**config.mk**
```make
export PLATFORM = sky130hd
export DESIGN_NAME = dmem_port_arbiter_flat
export DESIGN_NICKNAME = d
export VERILOG_FILES = /design/src/rtl/dmem_port_arbiter_pkg.sv /design/src/rtl/dmem_port_arbiter_if.sv /design/src/rtl/dmem_port_arbiter_rr_arbiter2.sv /design/src/rtl/dmem_port_arbiter.sv /design/src/flat_wrapper.sv
export SDC_FILE = /design/constraint.sdc
export NUM_CORES = 1
export LEC_CHECK = 0
export ABC_AREA = 1
export ABC_CLOCK_PERIOD_IN_PS = 950
export CAP_MARGIN = 20
export CORE_AREA = 2 2 117 119
export DETAILED_ROUTE_END_ITERATION = 6
export DIE_AREA = 0 0 119 121
export PLACE_DENSITY = 0.59
export SYNTH_ARGS = -nofsm -noshare
export SYNTH_HDL_FRONTEND = slang
export SYNTH_SLANG_ARGS = --single-unit
```
**constraint.sdc**
```tcl
create_clock -name clk -period 0.95 [get_ports clk]
set_input_delay 0.095 -clock clk [delete_from_list [all_inputs] [get_ports clk]]
set_output_delay 0.095 -clock clk [all_outputs]
set_load 0.005 [all_outputs]
```
**src/rtl/dmem_port_arbiter_pkg.sv**
```systemverilog
// Shared definitions for the DataMemory port arbiter: port identifiers and
// default bus widths used by the interface, the arbiter and its sub-module.
package dmem_port_arbiter_pkg;

  localparam int DEF_ADDR_W = 32;
  localparam int DEF_DATA_W = 32;

  // Requester identity; also used as the response tag and the priority pointer
  typedef enum logic {
    PORT_IFETCH = 1'b0,
    PORT_LSU    = 1'b1
  } port_e;

endpackage

```
**src/rtl/dmem_port_arbiter_if.sv**
```systemverilog
// Bundle of the two requester ports plus the DataMemory command/response
// wires. The arbiter uses the slave view; the requesters and the memory
// side (collectively) use the master view.
interface dmem_port_arbiter_if
  import dmem_port_arbiter_pkg::*;
#(
  parameter int addresswidth = DEF_ADDR_W,
  parameter int width        = DEF_DATA_W
);

  logic                    r0_req;
  logic                    r0_we;
  logic [addresswidth-1:0] r0_addr;
  logic [width-1:0]        r0_wdata;
  logic                    r0_gnt;
  logic                    r0_rvalid;
  logic [width-1:0]        r0_rdata;

  logic                    r1_req;
  logic                    r1_we;
  logic [addresswidth-1:0] r1_addr;
  logic [width-1:0]        r1_wdata;
  logic                    r1_gnt;
  logic                    r1_rvalid;
  logic [width-1:0]        r1_rdata;

  logic [addresswidth-1:0] mem_address;
  logic                    mem_writeEnable;
  logic [width-1:0]        mem_dataIn;
  logic [width-1:0]        mem_dataOut;

  modport slave (
    input  r0_req, r0_we, r0_addr, r0_wdata,
    output r0_gnt, r0_rvalid, r0_rdata,
    input  r1_req, r1_we, r1_addr, r1_wdata,
    output r1_gnt, r1_rvalid, r1_rdata,
    output mem_address, mem_writeEnable, mem_dataIn,
    input  mem_dataOut
  );

  modport master (
    output r0_req, r0_we, r0_addr, r0_wdata,
    input  r0_gnt, r0_rvalid, r0_rdata,
    output r1_req, r1_we, r1_addr, r1_wdata,
    input  r1_gnt, r1_rvalid, r1_rdata,
    input  mem_address, mem_writeEnable, mem_dataIn,
    output mem_dataOut
  );

endinterface

```
**src/rtl/dmem_port_arbiter_rr_arbiter2.sv**
```systemverilog
// Two-way round-robin arbiter. A lone request always wins; on a tie the
// port named by prio_ptr wins, and the pointer then moves to the other port
// so continuous contention alternates strictly.
module rr_arbiter2
  import dmem_port_arbiter_pkg::*;
(
  input  logic       clk,
  input  logic       reset,
  input  logic [1:0] req,
  output logic [1:0] gnt
);

  port_e prio_ptr;

  // Same-cycle grant decision from the request vector and the tie pointer
  always_comb begin
    gnt = 2'b00;
    case (req)
      2'b01:   gnt = 2'b01;
      2'b10:   gnt = 2'b10;
      2'b11:   gnt = (prio_ptr == PORT_LSU) ? 2'b10 : 2'b01;
      default: gnt = 2'b00;
    endcase
  end

  // Hand tie priority to the port that was not just served; hold when idle
  always_ff @(posedge clk or posedge reset) begin
    if (reset) begin
      prio_ptr <= PORT_IFETCH;
    end else if (gnt[0]) begin
      prio_ptr <= PORT_LSU;
    end else if (gnt[1]) begin
      prio_ptr <= PORT_IFETCH;
    end
  end

endmodule

```
**src/rtl/dmem_port_arbiter.sv**
```systemverilog
// Shares one DataMemory between instruction fetch (port 0) and load/store
// (port 1). The winning port drives the memory command combinationally and
// a one-stage tag/valid register steers the returning data back to it.
module dmem_port_arbiter
  import dmem_port_arbiter_pkg::*;
#(
  parameter int addresswidth = DEF_ADDR_W,
  parameter int width        = DEF_DATA_W
) (
  input logic                clk,
  input logic                reset,
  dmem_port_arbiter_if.slave bus
);

  logic [1:0]              req;
  logic [1:0]              gnt;
  port_e                   grant_port;
  logic                    resp_valid;
  port_e                   resp_tag;
  logic [addresswidth-1:0] cmd_addr;
  logic                    cmd_we;
  logic [width-1:0]        cmd_wdata;

  assign req = {bus.r1_req, bus.r0_req};

  rr_arbiter2 u_arb (
    .clk   (clk),
    .reset (reset),
    .req   (req),
    .gnt   (gnt)
  );

  assign bus.r0_gnt = gnt[0];
  assign bus.r1_gnt = gnt[1];
  assign grant_port = gnt[1] ? PORT_LSU : PORT_IFETCH;

  // Forward the winner's command to memory; an idle cycle issues a zeroed read
  always_comb begin
    cmd_addr  = '0;
    cmd_we    = 1'b0;
    cmd_wdata = '0;
    if (gnt[0]) begin
      cmd_addr  = bus.r0_addr;
      cmd_we    = bus.r0_we;
      cmd_wdata = bus.r0_wdata;
    end else if (gnt[1]) begin
      cmd_addr  = bus.r1_addr;
      cmd_we    = bus.r1_we;
      cmd_wdata = bus.r1_wdata;
    end
  end

  assign bus.mem_address     = cmd_addr;
  assign bus.mem_writeEnable = cmd_we;
  assign bus.mem_dataIn      = cmd_wdata;

  // Remember who owns the memory output next cycle; reset drops it in flight
  always_ff @(posedge clk or posedge reset) begin
    if (reset) begin
      resp_valid <= 1'b0;
      resp_tag   <= PORT_IFETCH;
    end else begin
      resp_valid <= |gnt;
      resp_tag   <= grant_port;
    end
  end

  assign bus.r0_rvalid = resp_valid && (resp_tag == PORT_IFETCH);
  assign bus.r1_rvalid = resp_valid && (resp_tag == PORT_LSU);
  assign bus.r0_rdata  = bus.r0_rvalid ? bus.mem_dataOut : '0;
  assign bus.r1_rdata  = bus.r1_rvalid ? bus.mem_dataOut : '0;

endmodule

```
**src/flat_wrapper.sv**
```systemverilog
// flat-port wrapper written by rule: the top's interface ports become plain ports
module dmem_port_arbiter_flat import dmem_port_arbiter_pkg::*;
#(
  parameter int addresswidth = DEF_ADDR_W,
  parameter int width        = DEF_DATA_W
)
  (clk, reset, bus_r0_req, bus_r0_we, bus_r0_addr, bus_r0_wdata, bus_r0_gnt, bus_r0_rvalid, bus_r0_rdata, bus_r1_req, bus_r1_we, bus_r1_addr, bus_r1_wdata, bus_r1_gnt, bus_r1_rvalid, bus_r1_rdata, bus_mem_address, bus_mem_writeEnable, bus_mem_dataIn, bus_mem_dataOut);
  dmem_port_arbiter_if #(.addresswidth(addresswidth), .width(width)) bus_i ();
  input logic clk;
  input logic reset;
  input wire logic [$bits(bus_i.r0_req)-1:0] bus_r0_req;
  input wire logic [$bits(bus_i.r0_we)-1:0] bus_r0_we;
  input wire logic [$bits(bus_i.r0_addr)-1:0] bus_r0_addr;
  input wire logic [$bits(bus_i.r0_wdata)-1:0] bus_r0_wdata;
  output wire logic [$bits(bus_i.r0_gnt)-1:0] bus_r0_gnt;
  output wire logic [$bits(bus_i.r0_rvalid)-1:0] bus_r0_rvalid;
  output wire logic [$bits(bus_i.r0_rdata)-1:0] bus_r0_rdata;
  input wire logic [$bits(bus_i.r1_req)-1:0] bus_r1_req;
  input wire logic [$bits(bus_i.r1_we)-1:0] bus_r1_we;
  input wire logic [$bits(bus_i.r1_addr)-1:0] bus_r1_addr;
  input wire logic [$bits(bus_i.r1_wdata)-1:0] bus_r1_wdata;
  output wire logic [$bits(bus_i.r1_gnt)-1:0] bus_r1_gnt;
  output wire logic [$bits(bus_i.r1_rvalid)-1:0] bus_r1_rvalid;
  output wire logic [$bits(bus_i.r1_rdata)-1:0] bus_r1_rdata;
  output wire logic [$bits(bus_i.mem_address)-1:0] bus_mem_address;
  output wire logic [$bits(bus_i.mem_writeEnable)-1:0] bus_mem_writeEnable;
  output wire logic [$bits(bus_i.mem_dataIn)-1:0] bus_mem_dataIn;
  input wire logic [$bits(bus_i.mem_dataOut)-1:0] bus_mem_dataOut;
  assign bus_i.r0_req = bus_r0_req;
  assign bus_i.r0_we = bus_r0_we;
  assign bus_i.r0_addr = bus_r0_addr;
  assign bus_i.r0_wdata = bus_r0_wdata;
  assign bus_r0_gnt = bus_i.r0_gnt;
  assign bus_r0_rvalid = bus_i.r0_rvalid;
  assign bus_r0_rdata = bus_i.r0_rdata;
  assign bus_i.r1_req = bus_r1_req;
  assign bus_i.r1_we = bus_r1_we;
  assign bus_i.r1_addr = bus_r1_addr;
  assign bus_i.r1_wdata = bus_r1_wdata;
  assign bus_r1_gnt = bus_i.r1_gnt;
  assign bus_r1_rvalid = bus_i.r1_rvalid;
  assign bus_r1_rdata = bus_i.r1_rdata;
  assign bus_mem_address = bus_i.mem_address;
  assign bus_mem_writeEnable = bus_i.mem_writeEnable;
  assign bus_mem_dataIn = bus_i.mem_dataIn;
  assign bus_i.mem_dataOut = bus_mem_dataOut;
  dmem_port_arbiter #(.addresswidth(addresswidth), .width(width)) u_core (.clk(clk), .reset(reset), .bus(bus_i));
endmodule
```
==> results of run 1 <==
==> cell families after synthesis <==
family	share of synthesized area, %
DFF	4.14
AOI/OAI and AO/OA	0.552
and+or+nand+nor	72.3
buffers and inverters	23.0
==> area by class of cell <==
class                           count  share of cell area (%)
Clock buffer                        4                    1.30
Inverter                           40                    2.85
Multi-Input combinational cell    267                    32.5
Sequential cell                     3                    1.24
Tap cell                          176                    3.63
Timing Repair Buffer              385                    58.1
Timing Repair inverter              2                   0.454
==> what timing repair did <==
action	4_1_cts	5_1_grt
pin swaps	12	62
setup buffers	35	28
gates cloned	8	7
hold buffers	0	0
gates resized for setup	502	246
endpoints found under the setup margin	134	134
==> through the flow <==
step,utilization [%],setup WS (ns),hold WS (ns)
floorplan,-,-0.0180,-0.151
global placement,38.2,-0.615,0.279
detailed placement,38.2,-0.635,0.285
CTS,41.4,-0.837,0.0489
global route,46.3,-0.712,0.0535
finish,46.3,-0.656,0.0425
==> per-layer routing <==
metal	wire length, microns	global-route usage, %	share of wire (%)
met5	0	0	0
met4	287	3.35	2.1
met3	1060	3.81	7.7
met2	7630	33.0	56
met1	4750	15.1	35
==> placed cells by master (no fill, tap or decap), types with 2 or more instances in the layout <==
| master | n |
|---|---|
| sky130_fd_sc_hd__nor2_4 | 29 |
| sky130_fd_sc_hd__buf_2 | 101 |
| sky130_fd_sc_hd__clkbuf_16 | 8 |
| sky130_fd_sc_hd__nand3_2 | 82 |
| sky130_fd_sc_hd__inv_1 | 35 |
| sky130_fd_sc_hd__nand2_8 | 2 |
| sky130_fd_sc_hd__buf_12 | 15 |
| sky130_fd_sc_hd__dfrtp_1 | 3 |
| sky130_fd_sc_hd__nand2_1 | 58 |
| sky130_fd_sc_hd__buf_4 | 21 |
| sky130_fd_sc_hd__nand3_1 | 45 |
| sky130_fd_sc_hd__nand3_4 | 3 |
| sky130_fd_sc_hd__inv_12 | 2 |
| sky130_fd_sc_hd__clkdlybuf4s50_1 | 163 |
| sky130_fd_sc_hd__buf_8 | 7 |
| sky130_fd_sc_hd__buf_6 | 49 |
| sky130_fd_sc_hd__nor2_1 | 13 |
| sky130_fd_sc_hd__clkbuf_2 | 23 |
| sky130_fd_sc_hd__nand2_2 | 8 |
| sky130_fd_sc_hd__nor2_2 | 24 |
| sky130_fd_sc_hd__inv_2 | 2 |
==> flip-flops by register name, summed over array words and instances (netlist names) <==
signal and count:
u_core.resp_tag 1, u_core.resp_valid 1, u_core.u_arb.prio_ptr 1
==> path summary, 6_finish.rpt <==
| check | to | slack (ns) | depth (start not counted) |
|---|---|---|---|
| worst min-delay path | u_core.resp_tag$_DFF_PP0_ | 0.04 | 2 |
| min in group clk | u_core.u_arb.prio_ptr$_DFFE_PP0P_ | 0.38 | 4 |
| worst min register to register | u_core.u_arb.prio_ptr$_DFFE_PP0P_ | 0.72 | 3 |
| worst max-delay path | bus_r0_rdata[25] | -0.66 | 8 |
| max in group asynchronous | u_core.resp_valid$_DFF_PP0_ | 0.77 | 2 |
| worst max register to register | u_core.u_arb.prio_ptr$_DFFE_PP0P_ | -0.25 | 7 |
==> where the power goes <==
group	internal, mW	switching, mW	total, mW
Combinational	2.07	1.54	3.60
Sequential	0.141	0.0129	0.154
Clock	0.555	0.126	0.680
Total	2.76	1.67	4.44
==> impl_metrics.tcl, run 1 <==
set metrics [dict create \
    status "finished, violations left" \
    violated_checks "negative setup slack" \
    via_per_inst 4.31 \
    finish.cell_count_without_fillers 877 \
    all_layer_gr_usage_pct 15.7 \
    worst_slew_pin_slew_ns 0.518 \
    finalHoldViolCount 0 \
    clock_tree_from_tritoncts "yes" \
    power.density_cell_area_nw_per_um2 732 \
    area_growth_pct 234 \
    cp-startpoint "u_core.resp_tag$_DFF_PP0_" \
    share_of_the_synthesized_area_in_the_top_cell_type_pct 27.6 \
    die-height_microns 121 \
    timing.final.setup_violations 134 \
    num_antenna_cells 0 \
    overflow 0 \
    synth_largest_area_cell "sky130_fd_sc_hd__nand3_1" \
    yosys_warnings 0 \
    postSynth.asyncResetShare_pct 100 \
    fin_tns_setup_ns -66.62 \
    hpwlAfterDp_microns 8870 \
    period_minus_slack_ns 1.61 \
    synth-edff-count 0 \
    cts.sink_count 3 \
    synth-seq-cells 3 \
    path_buf_inv 6 \
    post_synthesis_net_count 511 \
    synthesis.area_sq_um 1810 \
    grt_pass1_vias 3688 \
    grt_max_degree 34 \
    critPathMostFrequentCell "sky130_fd_sc_hd__buf_6" \
    via_count 3776 \
    finish.instance_area_sq_um 6060 \
    place.gp.congestion 0.909 \
    path_max_fanout 5 \
    clk_path_buf_depth 2 \
    clock_insertion_delay_worst_skew_ns 0.23 \
    drc 0 \
    dpl-instance-area_sq_um 5000 \
    cp-end-kind "primary output" \
    vdd_drop_max_v 0.000460 \
    worst_ep_arrival_time_ns 1.51 \
    leakagePower_nw 3.02 \
    worstReg2RegStart "u_core.u_arb.prio_ptr$_DFFE_PP0P_" \
    dr.first_iter.drc_count 61 \
    drt_pre_antenna_iters 4 \
    critical-path-max-stage-delay_ns 0.40 \
    path_delay_family "buffers and inverters" \
    synth_seq_area_share_pct 4.14 \
    yosys.cell_count.top_type "sky130_fd_sc_hd__nand3_1" \
    floorplan.initialDensity_pct 13.9 \
    detail_route.wl_per_cell_microns 15.7 \
    core.rowCount 42 \
    path_cells "buf_6, nor2_4, buf_12, inv_12, buf_8, buf_6, nor2_2, buf_2" \
    rsz0062_at_grt "true" \
    post_route_cells_drive_above_1_share_pct 54.6 \
    classification_of_the_worst_slack_hold_path "input pin to async pin" \
    cts_made_buffers 3 \
    placed_cells 807 \
    clk_transition_reported_paths_ns 0.03 \
    timing.critical_path.slowest_stage_cell "sky130_fd_sc_hd__dfrtp_1" \
    kind_of_critical_path "flip-flop to primary output" \
    root_buffer "sky130_fd_sc_hd__clkbuf_16" \
    final.fill_count 1281 \
    fin_total_pwr_mw 4.44 \
    average_size_of_a_mapped_cell_sq_um 5.26 \
    crit_required_ns 0.85 \
    synth_area_leaders "sky130_fd_sc_hd__nand3_1 (28%), sky130_fd_sc_hd__nand3_2 (17%), sky130_fd_sc_hd__nand2_1 (14%)" \
    finalClockSkew_ns 0.0000536 \
    io_pins 299 \
    timing.final.crit_share_pct 169 \
    post_synth_num_cell_types 16 \
    cp-start-kind "flip-flop" \
    cap_viol_max_count 0 \
    antenna_left 0 \
    port_buffers 298 \
    htree_levels 1 \
    synth_ff_type "sky130_fd_sc_hd__dfrtp_1" \
    synthesis.instances 345 \
    drt_wl_total_microns 13700 \
    die_area_sq_um 14400 \
    grt_pass1_wl_microns 18300 \
    layout.nets 868 \
    worst_slew_margin_rel_pct 65.5 \
    slew_viol_final 0 \
    synthTopCellsByCount "sky130_fd_sc_hd__nand3_1 (100), sky130_fd_sc_hd__nand2_1 (68), sky130_fd_sc_hd__nor2_1 (65)" \
    final_worst_slack_ns -0.656 \
    area_of_the_multi_input_gates_sq_um 1970 \
    timing.fmax_ghz 0.623 \
    grt_antenna_before_repair 0 \
    die_w_microns 119 \
    sequential_cell_area_sq_um 75.1 \
    design.core.area_sq_um 13100 \
]
No activity file was read; power rests on OpenSTA's default activity.
==> run 2, diff against run 1 <==
CORE_AREA = 2 2 116 118   (was 2 2 117 119)
DIE_AREA = 0 0 118 120   (was 0 0 119 121)
PLACE_DENSITY = 0.57   (was 0.59)
SKIP_LAST_GASP = 1   (was unset)
SYNTH_HIERARCHICAL = 1   (was unset)
==> impl_metrics.tcl, run 2 <==
set metrics [dict create \
    status "finished, violations left" \
    violated_checks "negative setup slack" \
    clock_tree_from_tritoncts "yes" \
    worst_slew_margin_rel_pct 82.8 \
    vdd_drop_max_v 0.000504 \
    synthesis.instances 340 \
    grt_antenna_before_repair 0 \
    leakagePower_nw 3.41 \
    worst_ep_arrival_time_ns 1.58 \
    finalClockSkew_ns 0.000962 \
    synth_ff_type "sky130_fd_sc_hd__dfrtp_1" \
    yosys_warnings 6 \
    htree_levels 1 \
    share_of_the_synthesized_area_in_the_top_cell_type_pct 34.4 \
    timing.fmax_ghz 0.596 \
    synthesis.area_sq_um 1510 \
    yosys.cell_count.top_type "sky130_fd_sc_hd__nand2_1" \
    switching_share_pct 35.4 \
    dr.first_iter.drc_count 102 \
    timing.final.setup_violations 135 \
    drc 0 \
    die_w_microns 118 \
    worst-r2r-setup-slack_ns -0.29 \
    drt_pre_antenna_iters 4 \
    fin_tns_setup_ns -69.26 \
    critPathMostFrequentCell "sky130_fd_sc_hd__buf_12" \
    post_synth_num_cell_types 12 \
    floorplan.initialDensity_pct 11.6 \
    post-route-util_pct 44.5 \
    worst_slew_pin_slew_ns 0.258 \
    clk_path_buf_depth 2 \
    grt_max_degree 46 \
    design.core.area_sq_um 13000 \
    antenna_left 0 \
    core.rowCount 42 \
    path_max_fanout 12 \
    cp.depth 8 \
    io_pins 299 \
    period_minus_slack_ns 1.68 \
    clk_transition_reported_paths_ns 0.03 \
    kind_of_critical_path "flip-flop to primary output" \
    area_growth_pct 283 \
    die_area_sq_um 14200 \
    final_common_cell "sky130_fd_sc_hd__clkdlybuf4s50_1" \
    average_size_of_a_mapped_cell_sq_um 4.43 \
    detail_route.wl_per_cell_microns 14.9 \
    cp-startpoint "u_core/u_arb/prio_ptr$_DFFE_PP0P_" \
    dpl-instance-area_sq_um 4720 \
    cts_made_buffers 3 \
    finish.cell_count_without_fillers 868 \
    num_antenna_cells 0 \
    share_clk_of_total_power_pct 14.7 \
    hold_ws_ns 0.0462 \
    finalHoldViolCount 0 \
    via_count 3544 \
    rsz0062_at_grt "true" \
    hpwlAfterDp_microns 8320 \
    internal-power_mw 2.90 \
    port_buffers 298 \
    crit_required_ns 0.85 \
    all_layer_gr_usage_pct 12.5 \
    place.gp.congestion 0.805 \
    finish.instance_area_sq_um 5770 \
    slew_viol_final 0 \
    grt_pass1_vias 3146 \
    cp-end-kind "primary output" \
    path_buf_inv 5 \
    classification_of_the_worst_slack_hold_path "input pin to async pin" \
    path_cells "a21oi_4, buf_12, buf_12, inv_16, buf_12, nand3_1, nand2_1, dlymetal6s2s_1" \
    cp-start-kind "flip-flop" \
    seqPwrFrac_pct 3.7 \
    most-common-layout-cells "sky130_fd_sc_hd__clkdlybuf4s50_1 (167), sky130_fd_sc_hd__nand2_1 (89), sky130_fd_sc_hd__buf_2 (51)" \
    final_worst_slack_ns -0.729 \
    p_sw_mw 1.59 \
    postSynth.asyncResetShare_pct 100 \
    placed_cells 799 \
    path_delay_family "buffers and inverters" \
    via_per_inst 4.08 \
    regToRegEndpoint "u_core/resp_valid$_DFF_PP0_" \
    overflow 0 \
    power.density_cell_area_nw_per_um2 777 \
    critical-path-max-stage-delay_ns 0.42 \
    top_flop_regs "u_core/resp_tag: 1 flops, u_core/resp_valid: 1 flops, u_core/u_arb/prio_ptr: 1 flops" \
    timing.critical_path.slowest_stage_cell "sky130_fd_sc_hd__dfrtp_2" \
    cap_viol_max_count 0 \
    drt_wl_total_microns 12900 \
    cts.sink_count 3 \
    share_comb_of_total_power_pct 81.6 \
    timing.final.crit_share_pct 177 \
    synth_seq_area_share_pct 4.98 \
    die-height_microns 120 \
    reg2regPathDepth 5 \
    post_synthesis_net_count 506 \
    synth-edff-count 0 \
    worstReg2RegStart "u_core/u_arb/prio_ptr$_DFFE_PP0P_" \
    layout.nets 859 \
    synth_largest_area_cell "sky130_fd_sc_hd__nand2_1" \
    synthTopCellsByCount "sky130_fd_sc_hd__nand2_1 (138), sky130_fd_sc_hd__nand3_1 (65), sky130_fd_sc_hd__nor2_1 (64)" \
    root_buffer "sky130_fd_sc_hd__clkbuf_16" \
    grt_pass1_wl_microns 14700 \
    synth-seq-cells 3 \
    synth_area_leaders "sky130_fd_sc_hd__nand2_1 (34%), sky130_fd_sc_hd__nand3_1 (22%), sky130_fd_sc_hd__nor2_1 (16%)" \
    post_route_cells_drive_above_1_share_pct 39.9 \
    clock_insertion_delay_worst_skew_ns 0.22 \
]
-- run 2: changes by cell type after synthesis, moves of 4 or more --
cell                      previous run  this run
sky130_fd_sc_hd__nand2_1            68       138
sky130_fd_sc_hd__inv_1              36        40
sky130_fd_sc_hd__buf_6               9         5
sky130_fd_sc_hd__nand3_1           100        65
sky130_fd_sc_hd__nand3_2            30         0
-- run 2: worst max path at each step --
stage                                endpoint  slack (ns)
after floorplan           bus_mem_address[11]       -0.19
after global routing      bus_mem_address[20]       -0.78
after global placement     bus_mem_dataIn[31]       -0.97
after CTS                 bus_mem_address[19]        -1.0
final                     bus_mem_address[20]       -0.73
after detailed placement   bus_mem_dataIn[31]       -0.98
-- run 2: area by class of cell --
| class | count | area, sq um |
|---|---|---|
| clock buffer | 4 | 78.8 |
| sequential | 3 | 76.3 |
| multi-input combinational | 269 | 1480 |
| tap | 176 | 220 |
| inverter | 41 | 170 |
| timing repair buffer | 375 | 3750 |
| fill | 1347 | 7210 |
-- run 2: power groups by stage --
stage | Combinational [mW] | Clock [mW] | Sequential (mW)
after global placement | 2.87 | 0 | 0.159
final | 3.66 | 0.661 | 0.166
after detailed placement | 2.89 | 0 | 0.160
after CTS | 2.91 | 0.675 | 0.158
after global routing | 3.91 | 0.693 | 0.167
after floorplan | 0.925 | 0 | 0.158
-- run 2: logic make-up (layout without fill, tap and decap cells) --
group           after synthesis  after routing  share of synthesized area (%)
flops                         3              3                           4.98
compound gates                1              1                          0.332
buf+inv                      68            420                           22.3
simple gates                268            268                           72.3
-- run 2: timing repair --
item / CTS / global route
hold buffers: 0 / 0
endpoints found under the setup margin: 135 / 135
cloned: 0 / 21
setup buffers: 0 / 46
pin swaps: 0 / 45
gates resized for setup: 2 / 429
-- run 2: per-layer routing --
layer | vias up | track usage [%] | routed length (microns)
li1 | 1729 | - | -
met3 | 16 | 3.47 | 893
met1 | 1615 | 12.3 | 4820
met5 | - | 0 | 0
met2 | 184 | 25.3 | 7010
met4 | 0 | 3.61 | 184
-- run 2: metrics by stage --
| stage | total power, mW | worst slack [ns] |
|---|---|---|
| 2_1_floorplan | 1.08 | -0.192 |
| 3_3_place_gp | 3.03 | -0.975 |
| 3_5_place_dp | 3.05 | -0.981 |
| 4_1_cts | 3.74 | -0.998 |
| 5_1_grt | 4.77 | -0.783 |
| 6_report | 4.49 | -0.729 |
==> variant: new RTL, config.mk and constraints of run 2 <==
`DEF_ADDR_W`: 32 -> 48.
--- a/src/rtl/dmem_port_arbiter_pkg.sv
+++ b/src/rtl/dmem_port_arbiter_pkg.sv
@@ -3,5 +3,5 @@
 package dmem_port_arbiter_pkg;
 
-  localparam int DEF_ADDR_W = 32;
+  localparam int DEF_ADDR_W = 48;
   localparam int DEF_DATA_W = 32;
 
Interface: changed (resized bus_mem_address, bus_r0_addr and bus_r1_addr); port bits go from 299 to 347. No check against the original RTL was run, so the function may have changed too.
==> variant against run 2 <==
The run still ends with setup timing left; largest cell class unchanged; area after synthesis increased by 21%; via count up 20%; combinational power rose by 20%; total power is 16% higher; first-iteration DRC count grew 110%; utilization rose by 7.0 points; sequential cell count unchanged; largest power group unchanged; routed wire length increased by 28%; setup slack got worse by 0.11 ns; die area stayed put; register-to-register slack got worse by 0.17 ns; cell area rose by 16%.
==> variant: results (changes against run 2) <==
* Final cell count without fillers at 998 (was 868)
* Worst Hold Class: primary input to asynchronous set/reset pin (unchanged)
* CTS Buffer Depth at 2 (unchanged)
* Vias in the first global route at 3712 (was 3146)
* Clock transition at path regs at 0.03 ns (about the same)
* H-tree depth at 1 (unchanged)
* Clk root buf: clkbuf_16 (unchanged)
* Initial antenna violation count at 0 (unchanged)
* Final setup violating endpoints at 151 (was 135)
* CP max stage cell: dfrtp_2 (unchanged)
* Worst stage delay on the critical path at 0.42 ns (about the same)
* Register area share after synthesis at 0.0412 (was 0.0498)
* Async set-reset flop share out of synthesis at 1.00 (unchanged)
* Crit path max fanout at 8 (was 12)
* Worst Tran Pin Value at 0.240 ns (was 0.258 ns)
* Synth area leaders: nand2_1, nand3_1, nor2_1 (unchanged)
* Inst Count DP at 895 (was 799)
* Worst EP arrival at 1.69 ns (was 1.58 ns)
* Drt first pass iters at 4 (unchanged)
* Largest net degree at the start of global routing at 43 (was 46)
* Syn Inst Count at 393 (was 340)
* Global-route wire length before repair at 19600 um (was 14700 um)
* HPWL after detailed placement at 10500 um (was 8320 um)
* Port Buffer Count at 346 (was 298)
* Outcome: complete, but fails checks (unchanged)
* Fill cell count at 1255 (was 1347)
* Leakage at 3.73 nW (was 3.41 nW)
* Share of layout cells above drive strength 1 at 0.440 (was 0.399)
* Fin Clk Skew at 0.000912 ns (was 0.000962 ns)
* Worst skew pair latency at 0.22 ns (about the same)
* Largest regs: u_core/resp_tag (1), u_core/resp_valid (1), u_core/u_arb/prio_ptr (1) (unchanged)
* RD Place Congestion at 0.919 (was 0.805)
* Syn nets at 591 (was 506)
* Violated checks: setup timing (unchanged)
* Total negative slack at -89.86 ns (was -69.26 ns)
* Post-synth top flop: dfrtp_1 (unchanged)
* Yosys reg bits at 3 (unchanged)
* Netlist cell types at 12 (unchanged)
* Num CTS Buffers at 3 (unchanged)
* Drt total wl at 16500 um (was 12900 um)
* Maximum ir drop on the vdd rail at 425 uV (was 504 uV)
* Antenna cells at 0 (unchanged)
* Leading post-synthesis cells by instance count: nand2_1, nand3_1, nor2_1 (unchanged)
* DR vias at 4258 (was 3544)
* Setup ws final at -0.839 ns (was -0.729 ns)
* Synth warnings at 6 (unchanged)
* 1st-iter DRT viols at 212 (was 102)
* GRT Overall Usage at 0.171 (was 0.125)
[variant: metrics by stage]
stage | area [um^2] | hold WS [ns] | total power, W | worst slack [ns]
floorplan | 1840 | -0.176 | 0.00126 | -0.179
global placement | 5420 | 0.274 | 0.00350 | -1.06
detailed placement | 5420 | 0.274 | 0.00351 | -1.03
CTS | 5630 | 0.0409 | 0.00431 | -1.02
global route | 6680 | 0.0598 | 0.00553 | -0.903
finish | 6680 | 0.0398 | 0.00523 | -0.839
[variant: final timing paths]
path	slack, ns	cells after the start	endpoint	startpoint
max	-0.84	8	bus_mem_address[14]	u_core/u_arb/prio_ptr$_DFFE_PP0P_
min	0.04	2	u_core/u_arb/prio_ptr$_DFFE_PP0P_	reset
max reg2reg	-0.46	5	u_core/resp_valid$_DFF_PP0_	u_core/u_arb/prio_ptr$_DFFE_PP0P_
min reg2reg	0.64	3	u_core/u_arb/prio_ptr$_DFFE_PP0P_	u_core/u_arb/prio_ptr$_DFFE_PP0P_
max in group asynchronous	0.79	2	u_core/resp_valid$_DFF_PP0_	reset
min in group clk	0.28	3	u_core/u_arb/prio_ptr$_DFFE_PP0P_	bus_r0_req
[variant: area by class of cell]
class	instances	area share
Timing Repair Buffer	457	0.648
Multi-Input combinational cell	317	0.272
Tap cell	176	0.0330
Inverter	41	0.0238
Clock buffer	4	0.0118
Sequential cell	3	0.0114
[variant: cell families (layout without fill, tap and decap cells)]
group,count (synthesis),in the layout,synth area share
AND/OR/NAND/NOR,316,316,0.708
buffers and inverters,73,502,0.248
flip-flops,3,3,0.0412
AO/OA/AOI/OAI,1,1,0.00274
[variant: routing by layer]
layer  global-route usage  vias to the layer above  routed length [um]
li1                     -                     2059                   -
met1                0.192                     1916                6390
met2                0.316                      255                8310
met3               0.0423                       28                1370
met4               0.0550                        0                 395
met5                    0                        -                   0
[variant: critical path: cells and delay by family (launching register included)]
family / cells / cell delay, ns
compound gates: 1 / 0.24
simple gates: 2 / 0.10
flops: 1 / 0.42
buf+inv: 5 / 0.70
[variant: where the power goes]
group	internal [W]	total (W)	switching (W)
clock network	0.000554	0.000674	0.000119
registers	0.000146	0.000167	0.0000208
logic	0.00259	0.00439	0.00180
[variant: what timing repair did]
| action | in CTS | in global routing |
|---|---|---|
| resized for setup | 35 | 524 |
| endpoints found under the setup margin | 151 | 151 |
| pin swaps | 1 | 25 |
| gates cloned | 3 | 22 |
| hold endpoints to repair | 0 | 0 |
| buffers inserted | 7 | 69 |
| hold buffers | 0 | 0 |
